`config.mk`:
```
export PLATFORM = sky130hd
export DESIGN_NAME = gate_identifier
export DESIGN_NICKNAME = d
export VERILOG_FILES = /design/src/rtl/gate_pkg.sv /design/src/rtl/gate_decode.sv /design/src/rtl/gate_identifier.sv
export SDC_FILE = /design/constraint.sdc
export NUM_CORES = 1
export LEC_CHECK = 0
export CORE_MARGIN = 4
export CORE_UTILIZATION = 45
export DETAILED_ROUTE_END_ITERATION = 16
export GPL_ROUTABILITY_DRIVEN = 0
export HOLD_SLACK_MARGIN = 0.15
export PLACE_DENSITY = 0.74
export SETUP_SLACK_MARGIN = 0.05
export SYNTH_ARGS = -nofsm -noshare
export SYNTH_HDL_FRONTEND = slang
export SYNTH_SLANG_ARGS = --single-unit
export TNS_END_PERCENT = 10
```
`constraint.sdc`:
```
create_clock -name clk -period 2.26 [get_ports clk]
set_input_delay 0.452 -clock clk [delete_from_list [all_inputs] [get_ports clk]]
set_output_delay 0.452 -clock clk [all_outputs]
set_load 0.05 [all_outputs]
```
`src/rtl/gate_pkg.sv`:
```
// ---------------------------------------------------------------------------
// gate_pkg : gate codes, truth-table constants and FSM state encoding
// Revision : 1.0
// ---------------------------------------------------------------------------
`default_nettype none

package gate_pkg;

  localparam logic [2:0] GATE_AND     = 3'd0;
  localparam logic [2:0] GATE_OR      = 3'd1;
  localparam logic [2:0] GATE_NOTA    = 3'd2;
  localparam logic [2:0] GATE_NAND    = 3'd3;
  localparam logic [2:0] GATE_NOR     = 3'd4;
  localparam logic [2:0] GATE_XOR     = 3'd5;
  localparam logic [2:0] GATE_XNOR    = 3'd6;
  localparam logic [2:0] GATE_UNKNOWN = 3'd7;

  // Bit i is the gate output for {a,b} = i, so bit 3 is vector 11.
  localparam logic [3:0] TT_AND  = 4'b1000;
  localparam logic [3:0] TT_OR   = 4'b1110;
  localparam logic [3:0] TT_NOTA = 4'b0011;
  localparam logic [3:0] TT_NAND = 4'b0111;
  localparam logic [3:0] TT_NOR  = 4'b0001;
  localparam logic [3:0] TT_XOR  = 4'b0110;
  localparam logic [3:0] TT_XNOR = 4'b1001;

  typedef enum logic [0:0] {
    ST_IDLE = 1'b0,
    ST_RUN  = 1'b1
  } state_e;

endpackage

`default_nettype wire

```
`src/rtl/gate_decode.sv`:
```
// ---------------------------------------------------------------------------
// gate_decode : maps a 4-bit truth table onto a 3-bit gate code
// Revision    : 1.0
// ---------------------------------------------------------------------------
`default_nettype none

module gate_decode
  import gate_pkg::*;
(
  input  logic [3:0] truth_i,
  output logic [2:0] code_o
);

  always_comb begin
    code_o = GATE_UNKNOWN;
    case (truth_i)
      TT_AND:  code_o = GATE_AND;
      TT_OR:   code_o = GATE_OR;
      TT_NOTA: code_o = GATE_NOTA;
      TT_NAND: code_o = GATE_NAND;
      TT_NOR:  code_o = GATE_NOR;
      TT_XOR:  code_o = GATE_XOR;
      TT_XNOR: code_o = GATE_XNOR;
      default: code_o = GATE_UNKNOWN;
    endcase
  end

endmodule

`default_nettype wire

```
`src/rtl/gate_identifier.sv`:
```
// ---------------------------------------------------------------------------
// gate_identifier : sweeps a/b over all four vectors, captures y, decodes gate
// Revision        : 1.0
// ---------------------------------------------------------------------------
`default_nettype none

module gate_identifier
  import gate_pkg::*;
#(
  parameter int SETTLE = 1
) (
  input  logic       clk,
  input  logic       rst,
  input  logic       start,
  input  logic       y,
  output logic       a,
  output logic       b,
  output logic       busy,
  output logic       done,
  output logic [3:0] truth,
  output logic [2:0] gate_code
);

  localparam int             CW       = (SETTLE > 0) ? $clog2(SETTLE + 1) : 1;
  localparam logic [CW-1:0]  SETTLE_C = CW'(SETTLE);

  state_e        state_q;
  logic [1:0]    vec_q;
  logic [CW-1:0] cnt_q;
  logic          a_q, b_q, busy_q, done_q;
  logic [3:0]    truth_q;
  logic [2:0]    code_q;

  // The last sample is not yet in truth_q, so decode it in alongside the rest.
  logic [3:0]    truth_d;
  logic [2:0]    code_d;

  assign truth_d = {y, truth_q[2:0]};

  gate_decode u_decode (
    .truth_i (truth_d),
    .code_o  (code_d)
  );

  always_ff @(posedge clk) begin
    if (rst) begin
      state_q <= ST_IDLE;
      vec_q   <= 2'd0;
      cnt_q   <= '0;
      a_q     <= 1'b0;
      b_q     <= 1'b0;
      busy_q  <= 1'b0;
      done_q  <= 1'b0;
      truth_q <= 4'b0000;
      code_q  <= GATE_UNKNOWN;
    end else begin
      done_q <= 1'b0;
      case (state_q)
        ST_IDLE: begin
          if (start) begin
            state_q <= ST_RUN;
            vec_q   <= 2'd0;
            cnt_q   <= '0;
            a_q     <= 1'b0;
            b_q     <= 1'b0;
            busy_q  <= 1'b1;
          end
        end
        ST_RUN: begin
          if (cnt_q != SETTLE_C) begin
            cnt_q <= cnt_q + CW'(1);
          end else begin
            truth_q[vec_q] <= y;
            cnt_q          <= '0;
            if (vec_q != 2'd3) begin
              vec_q      <= vec_q + 2'd1;
              {a_q, b_q} <= vec_q + 2'd1;
            end else begin
              state_q <= ST_IDLE;
              vec_q   <= 2'd0;
              busy_q  <= 1'b0;
              a_q     <= 1'b0;
              b_q     <= 1'b0;
              done_q  <= 1'b1;
              code_q  <= code_d;
            end
          end
        end
        default: state_q <= ST_IDLE;
      endcase
    end
  end

  assign a         = a_q;
  assign b         = b_q;
  assign busy      = busy_q;
  assign done      = done_q;
  assign truth     = truth_q;
  assign gate_code = code_q;

endmodule

`default_nettype wire

```
==> results of run 1 <==
cells by family (layout without fill, tap and decap cells):
kind of cell	count (synthesis)	count (layout)	synth area share, %
DFF	13	13	44.3
muxes	5	5	8.51
buffers and inverters	6	21	4.25
and+or+nand+nor	25	25	19.6
adders and majority gates	4	4	8.51
AOI/OAI and AO/OA	12	12	13.4
xor gates and xnor gates	1	1	1.49
final cells by class:
cell class                      instances  share of cell area [%]
Multi-Input combinational cell         47                    39.9
Sequential cell                        13                    34.3
Timing Repair Buffer                   14                    18.5
Clock buffer                            4                    3.47
Tap cell                               14                    2.31
Inverter                                3                    1.49
path summary, 6_finish.rpt:
path,from,endpoint,slack (ns),depth (start not counted)
max,truth[1],truth[1],0.20,1
min,truth[3],truth[3],0.46,2
max reg2reg,vec_q[0],gate_code[2],0.93,3
min reg2reg,truth[3],truth[3],0.46,2
cell usage in the layout, fill, tap and decap left out, drive strengths merged:
master          n
or4b            1
a21oi           4
nor2b           1
dfxtp          13
ha              4
mux2i           5
nand3           4
clkdlybuf4s50  14
nand2           3
and3            1
a32oi           2
nor2           12
a221o           1
inv             3
clkbuf          4
o41ai           1
o21ai           2
xor2            1
or3             1
a31oi           2
nor3            2
flip-flops by register name (all words and copies together), names as in the netlist:
name       flops
busy           1
vec_q          2
cnt_q          1
state_q        1
gate_code      3
truth          4
done           1
worst min-delay path, stage by stage (launching register included):
cell and delay, ns:
dfxtp_1 0.31, nand2_1 0.05, a21oi_1 0.05
layer usage:
layer / vias up / routed length [um] / part of all wire (%) / track usage, %
met5: - / 0 / 0 / 0
met4: 0 / 10 / 0.92 / 5.42
met3: 3 / 78 / 7.2 / 7.32
met2: 12 / 478 / 44 / 18.6
met1: 211 / 518 / 48 / 16.9
li1: 265 / - / - / -
power breakdown:
group          switching [mW]  total [mW]  internal, mW
registers             0.00900       0.243         0.234
clock network          0.0736       0.142        0.0685
logic                  0.0225      0.0392        0.0167
total                   0.105       0.424         0.319
per-stage QoR:
step	instance area (sq um)	std cells	worst slack, ns
after CTS	758	95	0.181
after detailed placement	732	91	0.381
after floorplan	588	66	0.667
after global placement	732	91	0.393
final	758	95	0.199
after global routing	758	95	0.122
==> qor.txt, run 1 <==
RUN STATUS
---------------------------------------------------------------------------------
Result of the run ..................................................    completed

FINAL LAYOUT
---------------------------------------------------------------------------------
Number of filler instances in the final layout .....................          119
Area of the multi-input gates ......................................    303 sq um
Final Util .........................................................        64.7%
Ant diodes .........................................................            0
Syn-to-layout area delta ...........................................        28.9%
Number of nets in the layout .......................................           90
Share of cells above drive strength 1 ..............................        4.94%
Sequential cell area ...............................................    260 sq um

ROUTE
---------------------------------------------------------------------------------
Final routed wire length divided by cell count .....................      11.4 um
Detailed-route via count ...........................................          491
Number of detailed-routing iterations run before antenna repair ....            4
Final wirelength ...................................................      1090 um
Detailed-route DRC error count .....................................            0
Routed vias/inst ...................................................         5.17
Antenna viol nets, final ...........................................            0
First-iteration detailed-routing DRC count .........................            5

TIMING
---------------------------------------------------------------------------------
Final clock period utilization by the worst path ...................        91.2%
Pins Over Slew Limit ...............................................            0
Worst Hold Slack ...................................................     0.464 ns
Final Hold Fails ...................................................            0
FMAX ...............................................................      485 MHz
Unrepaired setup endpoints after global routing ....................        false
Maximum clock skew at final layout .................................   0.00154 ns
Slew of the pin with the lowest slew margin ........................     0.516 ns
Setup TNS Final ....................................................         0 ns
Max-slew headroom at the worst pin .................................        65.5%
Number of endpoints failing setup at the final stage ...............            0
Time the final worst path needs with I/O delays and setup ..........      2.06 ns

SYNTH
---------------------------------------------------------------------------------
Leading post-synthesis cells by instance count ..................... 13 x dfxtp_1, 12 x nor2_1, 5 x mux2i_1
Leading register cell type out of synthesis ........................      dfxtp_1
Sequential-to-total area share from yosys stat .....................        44.3%
YS warnings ........................................................            0
Share of flip-flops with an asynchronous set or reset ..............           0%
Count of state elements after synthesis ............................           13
Count of flip-flops with a built-in enable after synthesis .........            0
Post-synthesis net count ...........................................           74
Cell type contributing the most total cell area after synthesis ....      dfxtp_1
Post-synth top area share ..........................................        44.3%
Number of different library cells in the post-synthesis netlist ....           22
Count leader, synth ................................................      dfxtp_1
Dominant cells by area after synthesis ............................. dfxtp_1 44%, ha_1 8.5%, mux2i_1 8.5%
Synthesized area per cell ..........................................   8.91 sq um
Number of standard cells after synthesis ...........................           66
Post-Syn Area ......................................................    588 sq um

DIE
---------------------------------------------------------------------------------
Die Height .........................................................      44.2 um
Area of the core ...................................................   1170 sq um
Total number of placement rows .....................................           12
Width of the chip ..................................................      44.2 um
Starting density of the core .......................................        50.2%
Top-level port count ...............................................           15
Full die area ......................................................   1950 sq um

PLACEMENT
---------------------------------------------------------------------------------
Placed wire-length estimate after detailed placement ...............       799 um
Port Buf Inserts ...................................................           14

CLOCK TREE
---------------------------------------------------------------------------------
Root Driver ........................................................     clkbuf_4
Gates resized, CTS repair ..........................................            0
Register clock-pin slew on the reported worst setup and hold paths .      0.08 ns
Clock tree sinks ...................................................           13
# hold bufs at CTS .................................................            0
TritonCTS clock tree ...............................................        built
Number of setup buffers added after CTS ............................            0
Clk_lat worst skew .................................................      0.28 ns
Longest Clk Path Bufs ..............................................            2
CTS buffer count ...................................................            3
H-tree depth reported by CTS .......................................            1

SETUP PATH
---------------------------------------------------------------------------------
Critical Path Sink Type ............................................  output port
Maximum single-stage delay on the critical path ....................      0.87 ns
Required @ worst endpoint ..........................................      1.81 ns
Series of cell instances along the critical path ................... clkdlybuf4s50_1
Data arrival time at the worst-slack endpoint ......................      1.61 ns
Biggest fanout along the worst timing path .........................            8
Family with the most delay on the worst path ....................... buffers and inverters
Slowest library cell on the worst path ............................. clkdlybuf4s50_1
Classification of the worst setup path ............................. register to output port
Number of buffers and inverters on the critical path ...............            1
Type of element launching the critical path ........................     register

JOB
---------------------------------------------------------------------------------
Number of maximum-capacitance violations ...........................            0

POWER AND IR DROP
---------------------------------------------------------------------------------
Total power consumption of the routed design .......................     0.424 mW
Max VDD drop .......................................................       326 uV
Power density over cell area .......................................  559 nW/um^2
Leakage ............................................................     0.310 nW

GRT
---------------------------------------------------------------------------------
Overall overflow remaining after global route ......................            0
Total global-route track usage .....................................        13.3%
Initial antenna violation count ....................................            0
First-pass GRT wire length .........................................      1850 um
Largest net degree at the start of global routing ..................           15
Vias in the first global route .....................................          395

MIN PATH
---------------------------------------------------------------------------------
Classification of the worst-slack hold path ........................ register to register

No activity file was read; power rests on OpenSTA's default activity.
==> inputs of run 2 (changes only) <==
--- a/config.mk
+++ b/config.mk
@@ -6,11 +6,11 @@
 export NUM_CORES = 1
 export LEC_CHECK = 0
 export CORE_MARGIN = 4
-export CORE_UTILIZATION = 45
+export CORE_UTILIZATION = 40
 export DETAILED_ROUTE_END_ITERATION = 16
 export GPL_ROUTABILITY_DRIVEN = 0
 export HOLD_SLACK_MARGIN = 0.15
-export PLACE_DENSITY = 0.74
+export PLACE_DENSITY = 0.67
 export SETUP_SLACK_MARGIN = 0.05
 export SYNTH_ARGS = -nofsm -noshare
 export SYNTH_HDL_FRONTEND = slang
==> constraint.sdc (replaced) <==
create_clock -name clk -period 2.4 [get_ports clk]
set_input_delay 0.48 -clock clk [delete_from_list [all_inputs] [get_ports clk]]
set_output_delay 0.48 -clock clk [all_outputs]
set_load 0.05 [all_outputs]
==> run 2 against run 1 <==
  * Register-to-register slack better by 0.12 ns
  * Worst setup slack better by 0.11 ns
  * Via count is 1.2% lower
  * Critical path depth stayed put
  * Core utilization is 8.5 points lower
  * Worst hold slack worse by 0.0032 ns
  * Largest cell class unchanged
  * Critical path type unchanged
  * Sequential cell count stayed put
  * Combinational power is 5.6% lower
  * Global-route usage is 1.0 points lower
==> qor.txt, run 2 (synthesis results as in run 1) <==
SETUP PATH
---------------------------------------------------------------------------------
Biggest fanout along the worst timing path .........................            8   unchanged
Internal reg-to-reg setup slack ....................................      1.05 ns   +0.12 ns
Maximum single-stage delay on the critical path ....................      0.86 ns   about the same
Type of element launching the critical path ........................     register
Path depth of the worst reg2reg path ...............................            3   unchanged
Worst r2r dst ...................................................... gate_code[2]
Family with the most delay on the worst path ....................... buffers and inverters
Count of cell instances traversed by the critical path .............            1   unchanged
Slowest library cell on the worst path ............................. clkdlybuf4s50_1
Classification of the worst setup path ............................. register to output port
Required @ worst endpoint ..........................................      1.92 ns   +0.11 ns
Data arrival time at the worst-slack endpoint ......................      1.61 ns   about the same
CP startpoint ......................................................     truth[1]
Number of buffers and inverters on the critical path ...............            1   unchanged
RR Startpoint ......................................................     vec_q[0]
Critical Path Sink Type ............................................  output port
Series of cell instances along the critical path ................... clkdlybuf4s50_1
Capturing element of the worst setup path ..........................     truth[1]

FINAL LAYOUT
---------------------------------------------------------------------------------
Ant diodes .........................................................            0   unchanged
Largest register FFs ...............................................            4   unchanged
Post-route non-filler standard cell count ..........................           96   +1.1%
Most common cell after layout, fill and taps aside ................. clkdlybuf4s50_1
Syn-to-layout area delta ...........................................        29.1%
Number of filler instances in the final layout .....................          129   +8.4%
Leading cell types in the layout, fill and taps excluded ........... 14 x clkdlybuf4s50_1, 13 x dfxtp_1, 12 x nor2_1
Number of nets in the layout .......................................           90   unchanged
Share of cells above drive strength 1 ..............................        4.94%   unchanged
Final Util .........................................................        56.3%   -8.5 points

PLACEMENT
---------------------------------------------------------------------------------
Placed wire-length estimate after detailed placement ...............       823 um   +3.0%
Port Buf Inserts ...................................................           14   unchanged
Placed Cells .......................................................           92   +1.1%

TIMING
---------------------------------------------------------------------------------
Final clock period utilization by the worst path ...................        87.1%
Setup TNS Final ....................................................         0 ns   unchanged
Maximum clock skew at final layout .................................   0.00277 ns   +0.00123 ns
Time the final worst path needs with I/O delays and setup ..........      2.09 ns
Max-slew headroom at the worst pin .................................        65.9%   +0.37 points
Slew of the pin with the lowest slew margin ........................     0.510 ns   -0.00554 ns
Number of endpoints failing setup at the final stage ...............            0   unchanged
Worst Hold Slack ...................................................     0.461 ns   -0.00322 ns
FMAX ...............................................................      478 MHz
Final Hold Fails ...................................................            0   unchanged
Pins Over Slew Limit ...............................................            0   unchanged
Unrepaired setup endpoints after global routing ....................        false

CLOCK TREE
---------------------------------------------------------------------------------
TritonCTS clock tree ...............................................        built
Longest Clk Path Bufs ..............................................            2   unchanged
Clk_lat worst skew .................................................      0.27 ns   about the same
Root Driver ........................................................     clkbuf_4
Register clock-pin slew on the reported worst setup and hold paths .      0.07 ns   about the same
# hold bufs at CTS .................................................            0   unchanged
Clock tree sinks ...................................................           13   unchanged
Number of setup buffers added after CTS ............................            0   unchanged
Gates resized, CTS repair ..........................................            0   unchanged
CTS buffer count ...................................................            3   unchanged
H-tree depth reported by CTS .......................................            1   unchanged

DIE
---------------------------------------------------------------------------------
Top-level port count ...............................................           15   unchanged
Starting density of the core .......................................        43.6%   -6.7 points
Die Height .........................................................      46.3 um   +5.0%
Area of the core ...................................................   1350 sq um   +15%
Total number of placement rows .....................................           13   +1
Full die area ......................................................   2150 sq um   +10%
Width of the chip ..................................................      46.3 um   +5.0%

POWER AND IR DROP
---------------------------------------------------------------------------------
Leakage ............................................................     0.310 nW   unchanged
Total power consumption of the routed design .......................     0.396 mW   -6.7%
Max VDD drop .......................................................       382 uV   +17%
Power density over cell area .......................................  521 nW/um^2   -6.8%

ROUTE
---------------------------------------------------------------------------------
First-iteration detailed-routing DRC count .........................            4   -1
Final wirelength ...................................................      1110 um   +2.4%
Antenna viol nets, final ...........................................            0   unchanged
Detailed-route DRC error count .....................................            0   unchanged
Detailed-route via count ...........................................          485   -1.2%
Routed vias/inst ...................................................         5.05   -2.3%
Final routed wire length divided by cell count .....................      11.6 um   +1.3%
Number of detailed-routing iterations run before antenna repair ....            4   unchanged

GRT
---------------------------------------------------------------------------------
Vias in the first global route .....................................          415   +5.1%
First-pass GRT wire length .........................................      1870 um   +1.1%
Initial antenna violation count ....................................            0   unchanged
Largest net degree at the start of global routing ..................           15   unchanged
Overall overflow remaining after global route ......................            0   unchanged
Total global-route track usage .....................................        12.3%   -1.0 points

RUN STATUS
---------------------------------------------------------------------------------
Result of the run ..................................................    completed

JOB
---------------------------------------------------------------------------------
Number of maximum-capacitance violations ...........................            0   unchanged

MIN PATH
---------------------------------------------------------------------------------
Classification of the worst-slack hold path ........................ register to register

run 2: layer usage:
layer	vias to the layer above	part of all wire (%)	GRT usage [%]
met5	-	0	0
met4	0	0.90	5.11
li1	263	-	-
met3	2	5.8	5.86
met1	210	49	16.1
met2	10	44	17.0
run 2: stage by stage:
| step | worst slack (ns) | instance area [sq um] |
|---|---|---|
| 6_report | 0.310 | 759 |
| 5_1_grt | 0.220 | 759 |
| 4_1_cts | 0.300 | 759 |
| 3_5_place_dp | 0.467 | 733 |
| 3_3_place_gp | 0.491 | 733 |
| 2_1_floorplan | 0.807 | 588 |
run 2: cell type report:
cell class | count | area (sq um) | share of cell area (%)
Tap cell | 15 | 18.8 | 2.47
Inverter | 3 | 11.3 | 1.48
Timing Repair Buffer | 14 | 140 | 18.5
Multi-Input combinational cell | 47 | 303 | 39.9
Sequential cell | 13 | 260 | 34.3
Clock buffer | 4 | 26.3 | 3.46
run 2: worst min path at each step:
stage,start,endpoint,slack (ns),cells after the start
detailed placement,truth[3],truth[3],0.45,2
CTS,truth[3],truth[3],0.46,2
global placement,truth[3],truth[3],0.44,2
finish,truth[3],truth[3],0.46,2
global route,truth[3],truth[3],0.52,2
floorplan,state_q,done,0.54,2
run 2: where the power goes:
part / internal (mW) / switching (mW) / leakage, nW / total, mW
Clock: 0.0644 / 0.0659 / 0.0150 / 0.130
Combinational: 0.0157 / 0.0213 / 0.190 / 0.0370
Sequential: 0.220 / 0.00837 / 0.106 / 0.229
==> inputs of run 3 (changes only) <==
--- a/config.mk
+++ b/config.mk
@@ -5,8 +5,9 @@
 export SDC_FILE = /design/constraint.sdc
 export NUM_CORES = 1
 export LEC_CHECK = 0
-export CORE_MARGIN = 4
+export CORE_MARGIN = 2
 export CORE_UTILIZATION = 40
+export CTS_CLUSTER_SIZE = 14
 export DETAILED_ROUTE_END_ITERATION = 16
 export GPL_ROUTABILITY_DRIVEN = 0
 export HOLD_SLACK_MARGIN = 0.15
==> run 3 against run 2 <==
  * Sequential power hardly changed
  * Clock power grew 8%
  * Via count grew 5.2%
  * Worst hold slack got worse by 0.0027 ns
  * Combinational power hardly changed
  * Core utilization up 0.78 points
  * Total power up 2.6%
  * Sequential share of layout area decreased by 0.056 points
  * Largest cell class unchanged
==> qor.txt, run 3 (synthesis results as in run 1) <==
PLACEMENT
---------------------------------------------------------------------------------
Placed wire-length estimate after detailed placement ...............       787 um   -4.4%
Port Buf Inserts ...................................................           14   unchanged

DIE
---------------------------------------------------------------------------------
Width of the chip ..................................................      42.3 um   -8.6%
Full die area ......................................................   1790 sq um   -17%
Top-level port count ...............................................           15   unchanged
Total number of placement rows .....................................           13   unchanged
Area of the core ...................................................   1330 sq um   -1.2%
Starting density of the core .......................................        44.1%   +0.53 points
Die Height .........................................................      42.3 um   -8.6%

GRT
---------------------------------------------------------------------------------
First-pass GRT wire length .........................................      1990 um   +6.3%
Vias in the first global route .....................................          450   +8.4%
Total global-route track usage .....................................        15.1%   +2.8 points
Largest net degree at the start of global routing ..................           15   unchanged
Initial antenna violation count ....................................            0   unchanged
Overall overflow remaining after global route ......................            0   unchanged

TIMING
---------------------------------------------------------------------------------
Setup TNS Final ....................................................         0 ns   unchanged
Number of endpoints failing setup at the final stage ...............            0   unchanged
Unrepaired setup endpoints after global routing ....................        false
Worst Hold Slack ...................................................     0.458 ns   -0.00267 ns
Maximum clock skew at final layout .................................   0.00922 ns   +0.00645 ns
Final clock period utilization by the worst path ...................        86.7%   -0.35 points
Max-slew headroom at the worst pin .................................        67.0%   +1.1 points
Final Hold Fails ...................................................            0   unchanged
FMAX ...............................................................      480 MHz   +0.41%
Slew of the pin with the lowest slew margin ........................     0.493 ns   -0.0166 ns
Time the final worst path needs with I/O delays and setup ..........      2.08 ns   -0.00845 ns
Pins Over Slew Limit ...............................................            0   unchanged

MIN PATH
---------------------------------------------------------------------------------
Classification of the worst-slack hold path ........................ register to register
Cell depth of the worst hold path ..................................            2   unchanged

FINAL LAYOUT
---------------------------------------------------------------------------------
Number of filler instances in the final layout .....................          134   +3.9%
Share of cells above drive strength 1 ..............................        6.17%   +1.2 points
Most common cell after layout, fill and taps aside ................. clkdlybuf4s50_1
Ant diodes .........................................................            0   unchanged
Number of nets in the layout .......................................           90   unchanged
Syn-to-layout area delta ...........................................        29.4%
Leading cell types in the layout, fill and taps excluded ........... 14 x clkdlybuf4s50_1, 13 x dfxtp_1, 12 x nor2_1
Final Util .........................................................        57.0%   +0.78 points
Largest register FFs ...............................................            4   unchanged

SETUP PATH
---------------------------------------------------------------------------------
Biggest fanout along the worst timing path .........................            8   unchanged
Count of cell instances traversed by the critical path .............            1   unchanged
Slowest library cell on the worst path ............................. clkdlybuf4s50_1
Number of buffers and inverters on the critical path ...............            1   unchanged
Required @ worst endpoint ..........................................      1.92 ns   about the same
Internal reg-to-reg setup slack ....................................      1.03 ns   -0.02 ns
Type of element launching the critical path ........................     register
Path depth of the worst reg2reg path ...............................            3   unchanged
Series of cell instances along the critical path ................... clkdlybuf4s50_1
Data arrival time at the worst-slack endpoint ......................      1.60 ns   about the same
Critical Path Sink Type ............................................  output port
Family with the most delay on the worst path ....................... buffers and inverters
Maximum single-stage delay on the critical path ....................      0.85 ns   about the same
Classification of the worst setup path ............................. register to output port

CLOCK TREE
---------------------------------------------------------------------------------
Gates resized, CTS repair ..........................................            0   unchanged
Root Driver ........................................................     clkbuf_4
Register clock-pin slew on the reported worst setup and hold paths .      0.09 ns   +0.02 ns
Number of setup buffers added after CTS ............................            0   unchanged
TritonCTS clock tree ...............................................        built
# hold bufs at CTS .................................................            0   unchanged
CTS buffer count ...................................................            3   unchanged
Clock tree sinks ...................................................           13   unchanged
Clk_lat worst skew .................................................      0.29 ns   +0.02 ns
H-tree depth reported by CTS .......................................            1   unchanged
Longest Clk Path Bufs ..............................................            2   unchanged

ROUTE
---------------------------------------------------------------------------------
Detailed-route DRC error count .....................................            0   unchanged
Detailed-route via count ...........................................          510   +5.2%
Number of detailed-routing iterations run before antenna repair ....            4   unchanged
Final routed wire length divided by cell count .....................      11.4 um   -1.9%
Antenna viol nets, final ...........................................            0   unchanged
First-iteration detailed-routing DRC count .........................           10   +6
Routed vias/inst ...................................................         5.31   +5.2%
Final wirelength ...................................................      1090 um   -1.9%

POWER AND IR DROP
---------------------------------------------------------------------------------
Max VDD drop .......................................................       235 uV   -38%
Power density over cell area .......................................  534 nW/um^2   +2.4%
Leakage ............................................................     0.313 nW   +0.88%

JOB
---------------------------------------------------------------------------------
Number of maximum-capacitance violations ...........................            0   unchanged

RUN STATUS
---------------------------------------------------------------------------------
Result of the run ..................................................    completed

-- run 3: cell types whose count changed in the layout (fill, tap and decap cells not counted) --
cell / before / now
clkbuf_1: 1 / 0
clkinv_2: 0 / 1
-- run 3: path summary, 6_finish.rpt --
check,from,end
setup reg to reg,vec_q[0],gate_code[2]
hold reg to reg,truth[3],truth[3]
hold / removal,truth[3],truth[3]
setup / recovery,truth[1],truth[1]
-- run 3: layout make-up --
class	instances	area [sq um]	share of cell area, %
multi-input combinational	47	303	39.8
clock inverter	1	5.00	0.658
inverter	3	11.3	1.48
timing repair buffer	14	140	18.4
tap	15	18.8	2.47
sequential	13	260	34.2
clock buffer	3	22.5	2.96
-- run 3: where the power goes --
part,switching (mW),internal (mW),leakage [nW]
Clock,0.0785,0.0619,0.0177
Sequential,0.00840,0.220,0.106
Combinational,0.0214,0.0157,0.190
Total,0.108,0.298,0.313
-- run 3: metal layers --
| layer | routed length, um | global-route usage [%] | part of all wire, % | vias up |
|---|---|---|---|---|
| li1 | - | - | - | 263 |
| met1 | 510 | 18.7 | 47 | 232 |
| met2 | 500 | 21.2 | 46 | 11 |
| met3 | 48 | 5.17 | 4.4 | 4 |
| met4 | 31 | 11.3 | 2.8 | 0 |
| met5 | 0 | 0 | 0 | - |
-- run 3: metrics by stage --
| step | total power [mW] | std cells | instance area, sq um | setup slack [ns] |
|---|---|---|---|---|
| floorplan | 0.257 | 66 | 588 | 0.807 |
| global placement | 0.270 | 92 | 733 | 0.506 |
| detailed placement | 0.271 | 92 | 733 | 0.477 |
| CTS | 0.413 | 96 | 761 | 0.307 |
| global route | 0.428 | 96 | 761 | 0.231 |
| finish | 0.406 | 96 | 761 | 0.319 |
